$ cat src/rtl/pipeline_stall_ctrl.sv
// Stall/flush sequencer for the 5-stage MIPS pipeline. It merges hazard indications with the
// data-memory handshake into stage enables, and keeps saturating stall/flush counters.
module pipeline_stall_ctrl #(
  parameter int unsigned TIMEOUT = 255,
  parameter int unsigned CNT_W   = 16
) (
  input  logic             clk_i,
  input  logic             rst_i,
  input  logic             start_i,
  input  logic             load_use_i,
  input  logic             branch_taken_i,
  input  logic             dmem_req_i,
  input  logic             dmem_ack_i,
  output logic             pc_we_o,
  output logic             if_id_we_o,
  output logic             if_id_flush_o,
  output logic             id_ex_bubble_o,
  output logic             back_we_o,
  output logic             busy_o,
  output logic             error_o,
  output logic [CNT_W-1:0] stall_cnt_o,
  output logic [CNT_W-1:0] flush_cnt_o
);

  typedef enum logic [1:0] {
    ST_HALT,
    ST_RUN,
    ST_MEM_WAIT,
    ST_ERROR
  } state_e;

  localparam logic [15:0]      TimeoutVal = 16'(TIMEOUT);
  localparam logic [CNT_W-1:0] CntMax     = '1;

  state_e           state_q, state_d;
  logic             luPrev_q, luPrev_d;
  logic [15:0]      waitCnt_q, waitCnt_d;
  logic [CNT_W-1:0] stallCnt_q, stallCnt_d;
  logic [CNT_W-1:0] flushCnt_q, flushCnt_d;

  logic active;
  logic freeze;
  logic luFire;

  always_comb begin
    active = (state_q == ST_RUN) || (state_q == ST_MEM_WAIT);
    freeze = ((state_q == ST_RUN) && dmem_req_i && !dmem_ack_i) ||
             ((state_q == ST_MEM_WAIT) && !dmem_ack_i);
    luFire = active && !freeze && load_use_i && !luPrev_q;
  end

  // A load-use bubble outranks a taken branch: the branch was resolved with stale operands.
  always_comb begin
    pc_we_o        = 1'b0;
    if_id_we_o     = 1'b0;
    if_id_flush_o  = 1'b0;
    id_ex_bubble_o = 1'b0;
    back_we_o      = 1'b0;
    if (active && !freeze) begin
      back_we_o = 1'b1;
      if (luFire) begin
        id_ex_bubble_o = 1'b1;
      end else begin
        pc_we_o       = 1'b1;
        if_id_we_o    = 1'b1;
        if_id_flush_o = branch_taken_i;
      end
    end
  end

  assign busy_o      = freeze || (state_q == ST_MEM_WAIT);
  assign error_o     = (state_q == ST_ERROR);
  assign stall_cnt_o = stallCnt_q;
  assign flush_cnt_o = flushCnt_q;

  always_comb begin
    state_d   = state_q;
    waitCnt_d = waitCnt_q;
    luPrev_d  = luPrev_q;
    unique case (state_q)
      ST_HALT: begin
        if (start_i) state_d = ST_RUN;
      end
      ST_RUN: begin
        if (dmem_req_i && !dmem_ack_i) begin
          state_d   = ST_MEM_WAIT;
          waitCnt_d = '0;
        end
      end
      ST_MEM_WAIT: begin
        waitCnt_d = waitCnt_q + 16'd1;
        if (dmem_ack_i) state_d = ST_RUN;
        else if (waitCnt_d == TimeoutVal) state_d = ST_ERROR;
      end
      ST_ERROR: state_d = ST_ERROR;
      default:  state_d = ST_HALT;
    endcase
    // lu history survives a freeze so the bubble is still issued once the memory answers
    if (active && !freeze) luPrev_d = luFire;
  end

  always_comb begin
    stallCnt_d = stallCnt_q;
    flushCnt_d = flushCnt_q;
    if (active && !pc_we_o && (stallCnt_q != CntMax)) stallCnt_d = stallCnt_q + CNT_W'(1);
    if (if_id_flush_o && (flushCnt_q != CntMax)) flushCnt_d = flushCnt_q + CNT_W'(1);
  end

  always_ff @(posedge clk_i or posedge rst_i) begin
    if (rst_i) begin
      state_q    <= ST_HALT;
      luPrev_q   <= 1'b0;
      waitCnt_q  <= '0;
      stallCnt_q <= '0;
      flushCnt_q <= '0;
    end else begin
      state_q    <= state_d;
      luPrev_q   <= luPrev_d;
      waitCnt_q  <= waitCnt_d;
      stallCnt_q <= stallCnt_d;
      flushCnt_q <= flushCnt_d;
    end
  end

endmodule

$ cat config.mk
export PLATFORM = sky130hd
export DESIGN_NAME = pipeline_stall_ctrl
export DESIGN_NICKNAME = d
export VERILOG_FILES = /design/src/rtl/pipeline_stall_ctrl.sv
export SDC_FILE = /design/constraint.sdc
export NUM_CORES = 1
export LEC_CHECK = 0
export CORE_ASPECT_RATIO = 0.6
export CORE_MARGIN = 1.5
export CORE_UTILIZATION = 40
export DETAILED_ROUTE_END_ITERATION = 10
export DONT_BUFFER_PORTS = 1
export GPL_TIMING_DRIVEN = 0
export PLACE_DENSITY_LB_ADDON = 0.08
export SLEW_MARGIN = 30
export SYNTH_ARGS = -nofsm -noshare
export SYNTH_HDL_FRONTEND = slang
export SYNTH_SLANG_ARGS = --single-unit
$ cat constraint.sdc
create_clock -name clk_i -period 2.88 [get_ports clk_i]
set_clock_uncertainty 0.2 [all_clocks]
set_input_delay 0.864 -clock clk_i [delete_from_list [all_inputs] [get_ports clk_i]]
set_output_delay 0.864 -clock clk_i [all_outputs]
set_load 0.01 [all_outputs]
# Yosys cells after proc, flatten, opt, wreduce, memory -nomap -nowiden
# Cells that the tools add are included.
# totals
latchBits,0
ram_bits,0
ff_bits,51
romBits,0
memories,0
input_bits,7
# classes
div,0
addsub,3
muxes,14
n_reduce_logical,21
mul,0
shifts,0
n_lt_le_gt_ge,0
bitwise,0
eq_ne,9
# ops
op,count
"adder 16 x 1 -> 16 bit, second input constant",3
"!= test 16 bit, second input constant",2
case mux 16 bit (2 select lines),1
"== test 16 x 8 -> 1 bit, second input constant",1
2-to-1 mux 16 bit,1
logical AND 1 bit,10
2-to-1 mux 2 bit,4
case mux 2 bit (4 select lines),1
2-to-1 mux 1 bit,7
"== test 2 bit, second input constant",2
logical NOT 1 bit,4
logical OR 1 bit,3
"!= test 3 x 2 -> 1 bit, second input constant",1
AND reduction 3 bit,1
"== test 2 x 1 -> 1 bit, second input constant",1
logical NOT 2 bit,1
"!= test 2 x 1 -> 1 bit, second input constant",1
"!= test 2 bit, second input constant",1
AND reduction 2 bit,1
nonzero test 2 bit,1

# Depth between registers and ports, before layout
# logic_depth
word_depth,13
mapped_depth,10
mapped_depth_nobuf,8

# Least setup slack after synthesis
# OpenSTA, ideal clock, no wires.
# synth_timing
kind,input to output
startpoint,input dmem_req_i
endpoint,output pc_we_o
slack_ns,0.380
path_buffers,1
required_time_ns,1.816
t_arrival_ns,1.436
stages,4
path_cell_list,a21oi_1 > o211ai_1 > inv_1 > buf_4
# synth_between
elab_chain_cells,9
# synth_lines
element,line_no,rtl
from (decl),12,"input logic dmem_req_i,"
logical AND 1 bit (*) (2 in a row),47,freeze = ((state_q == ST_RUN) && dmem_req_i && !dmem_ack_i) ||
logical OR 1 bit (*),47,
logical NOT 1 bit (*),"49, 59",
logical AND 1 bit (*),"49, 59",
logical AND 1 bit (2 in a row),49,luFire = active && !freeze && load_use_i && !luPrev_q;
2-to-1 mux 1 bit,n/a,
2-to-1 mux 1 bit (*),n/a,
to (decl),14,"output logic pc_we_o,"
# Mark *: on every way between the ends. The rest lies on a longest branch, timed or not.

# Worst setup path in the final report
# layout_timing
startpoint,register state_q[1]
endpoint,output back_we_o
# layout_between
elab_chain_cells,7
# layout_lines
element,line_no,rtl
from (decl),35,"state_e state_q, state_d;"
from (signal assigned),117,state_q <= state_d;
== test 2 x 1 -> 1 bit,"46, 47",
logical AND 1 bit (2 in a row),47,
logical OR 1 bit,47,
logical NOT 1 bit,59,if (active && !freeze) begin
logical AND 1 bit (*),59,
2-to-1 mux 1 bit (*),59,
to (decl),18,"output logic back_we_o,"
# Marks and branches as above.

==> results by group <==
Outcome
  – Status: finished, violations left
  – Failing checks: DRC

Clocking
  – Htree depth: 2
  – Hold Buf Count CTS: 0
  – CTS tree: built
  – Clk slew on worst S/H paths: 0.07 ns
  – CTS Root Cell: clkbuf_16
  – Num CTS Buffers: 5
  – Clk_lat worst skew: 0.29 ns
  – Clk sinks: 51
  – Bufs on Longest Clock Path: 2

Routing
  – Routed Wire Length: 6.49 mm
  – Wire per inst: 16.3 um
  – Antenna Nets Post-Route: 0
  – Via Count: 2182
  – Via/cell ratio: 5.48
  – DR DRC count: 8
  – Drt pass-1 iters: 7
  – Initial DRC Count: 120

Timing
  – Setup Viol. Count Final: 0
  – RSZ-0062 raised after global routing: yes
  – Slew @ Worst Pin: 0.653 ns
  – Tcrit/Tclk final: 97.2%
  – Final Max Slew Viols: 0
  – Slew headroom: 56.5%
  – Tmin final: 2.80 ns
  – Final hold violation count: 0
  – Fmax: 0.357 GHz

Worst setup path
  – WS Path Type: reg -> out
  – Crit path max fanout: 6
  – Endpoint type of the worst setup path: output port
  – Crit path DAT: 1.74 ns
  – R2R Setup Slk: 0.28 ns
  – Startpoint types: flop
  – CP required: 1.82 ns

Global route
  – Gr ovfl total: 0
  – Largest net degree at the start of global routing: 27
  – Vias in the first global route: 1995
  – Total GRT Usage: 17.9%
  – Global-route wire length before repair: 10.5 mm
  – Initial antenna violation count: 0

Floorplanning
  – FP Rows: 23
  – Die height: 68.4 um
  – Chip Width: 112 um
  – Num ports: 46
  – Core area: 6790 um^2
  – Initial Util: 42.0%
  – Die area: 7660 um^2

Synthesis
  – Post-synth cell types: 49
  – Share of flip-flops with an asynchronous set or reset: 100%
  – Yosys warning count: 0
  – Post-synth EDFFs: 0
  – Yosys reg bits: 51
  – Mean post-synth cell area: 9.50 um^2
  – Seq/Total Area, Yosys: 44.8%
  – Ys flop type: dfrtp_1
  – Cells after Synth: 300
  – Net Count, Synth: 315
  – Mapped Area: 2850 um^2

Power and ir drop
  – Maximum VDD drop: 0.000436 V
  – Leakage: 1.36 nW
  – Power Dens Cells: 801 nW/um^2

Finish
  – Area grow syn2layout: 12.1%
  – Ant. Diodes: 0
  – Core Util, Final: 47.1%
  – Fillers: 657
  – Final nets: 325
  – Layout cells sized above 1: 11.6%
  – Non-filler cells, final: 398

Place
  – Hpwl dp: 4.73 mm
  – Gpl congestion: 0.869
  – Placed Cells: 388
  – I/O Buffers: 0

Flow run
  – MaxCap Viol Count: 0

Worst hold path
  – Min-Delay Path Class: in -> async
repair_timing:
item                       in CTS  in global routing
pin swaps                       1                  1
gates resized for setup         3                  4
buffers inserted                1                  2
setup endpoints to repair       3                  5
worst paths after layout:
| kind | from | endpoint | cells past startpoint |
|---|---|---|---|
| hold / removal | rst_i | stall_cnt_o[5]$_DFFE_PP0P_ | 1 |
| hold reg to reg | luPrev_q$_DFFE_PP0P_ | luPrev_q$_DFFE_PP0P_ | 1 |
| max in group asynchronous | rst_i | waitCnt_q[5]$_DFFE_PP0P_ | 2 |
| setup reg to reg | state_q[1]$_DFFE_PP0P_ | stall_cnt_o[5]$_DFFE_PP0P_ | 10 |
| setup / recovery | state_q[1]$_DFFE_PP0P_ | back_we_o | 5 |
| min in group clk_i | luPrev_q$_DFFE_PP0P_ | luPrev_q$_DFFE_PP0P_ | 1 |
layer usage:
| layer | track usage (%) | vias to the layer above | share of wire (%) |
|---|---|---|---|
| met4 | 3.48 | 0 | 0.29 |
| met1 | 25.6 | 1038 | 53 |
| li1 | - | 1079 | - |
| met3 | 6.64 | 2 | 7.4 |
| met5 | 0 | - | 0 |
| met2 | 25.8 | 63 | 39 |
power breakdown:
part	switching [mW]	total, mW	leakage, nW	internal [mW]
clock	0.254	0.687	0.0868	0.432
sequential	0.184	1.01	0.686	0.829
combinational	0.532	0.861	0.582	0.329
logic make-up after synthesis:
group           count (synthesis)  share of synthesized area (%)
buf+inv                        26                           4.74
simple gates                  122                           22.3
fa+ha+maj                       8                           3.51
compound gates                 55                           12.8
mux                             4                           1.49
xor+xnor                       34                           10.4
flops                          51                           44.8
cells in the final DEF, fill, tap and decap left out, types with 9 or more instances in the layout:
cell / count
dfrtp_1: 51
nand2_1: 33
xnor2_1: 28
nand3_1: 24
o21ai_0: 17
nor2_1: 15
nand4_1: 14
o31ai_1: 10
and3_1: 9
a21oi_1: 9
synth_stat cells (all sizes together), types with 3 or more instances:
master | instances | share of area (%)
nand2 | 33 | 4.3
a21o | 3 | 0.79
or2 | 3 | 0.66
o31ai | 10 | 2.6
ha | 8 | 3.5
nor3 | 4 | 0.88
inv | 10 | 1.3
nand3 | 24 | 4.2
o21ai | 17 | 3.0
clkbuf | 9 | 1.6
and4 | 5 | 1.6
xor2 | 6 | 1.8
dfrtp | 51 | 45
nand2b | 4 | 0.88
nor2 | 16 | 2.1
nand4 | 14 | 3.1
a21oi | 10 | 1.8
and3 | 10 | 2.2
buf | 7 | 1.8
xnor2 | 28 | 8.6
metrics by stage:
step | total power [mW] | setup TNS [ns] | area, um^2 | setup slack [ns] | hold WS (ns)
detailed placement | 1.83 | 0 | 2980 | 0.0280 | 0.262
floorplan | 1.60 | 0 | 2850 | 0.380 | 0.241
finish | 2.56 | 0 | 3200 | 0.0795 | 0.220
global placement | 1.82 | -3.79 | 2960 | -0.0764 | 0.253
CTS | 2.55 | 0 | 3170 | 0.0229 | 0.227
global route | 2.74 | 0 | 3200 | 0.0000332 | 0.223
final cells by class:
cell class	instances	area (um^2)	area share (%)
repair buffers	4	42.5	1.33
well taps	87	109	3.41
multi-input cells	223	1450	45.5
inverters	10	43.8	1.37
clock inverters	2	35.0	1.10
clock buffers	6	139	4.35
flip-flops and latches	51	1280	39.9
plain buffers	15	96.3	3.01
critical path: stages, from the launching register on:
cell	delay, ns
dfrtp_1	0.46
inv_1	0.11
ha_1	0.27
a21oi_4	0.09
o21ai_0	0.37
inv_1	0.15
flip-flops by register name (all words and copies together), names as in the netlist:
signal and cells:
flush_cnt_o 16, luPrev_q 1, stall_cnt_o 16, waitCnt_q 16
state_q 2
No activity file was read; power rests on OpenSTA's default activity.
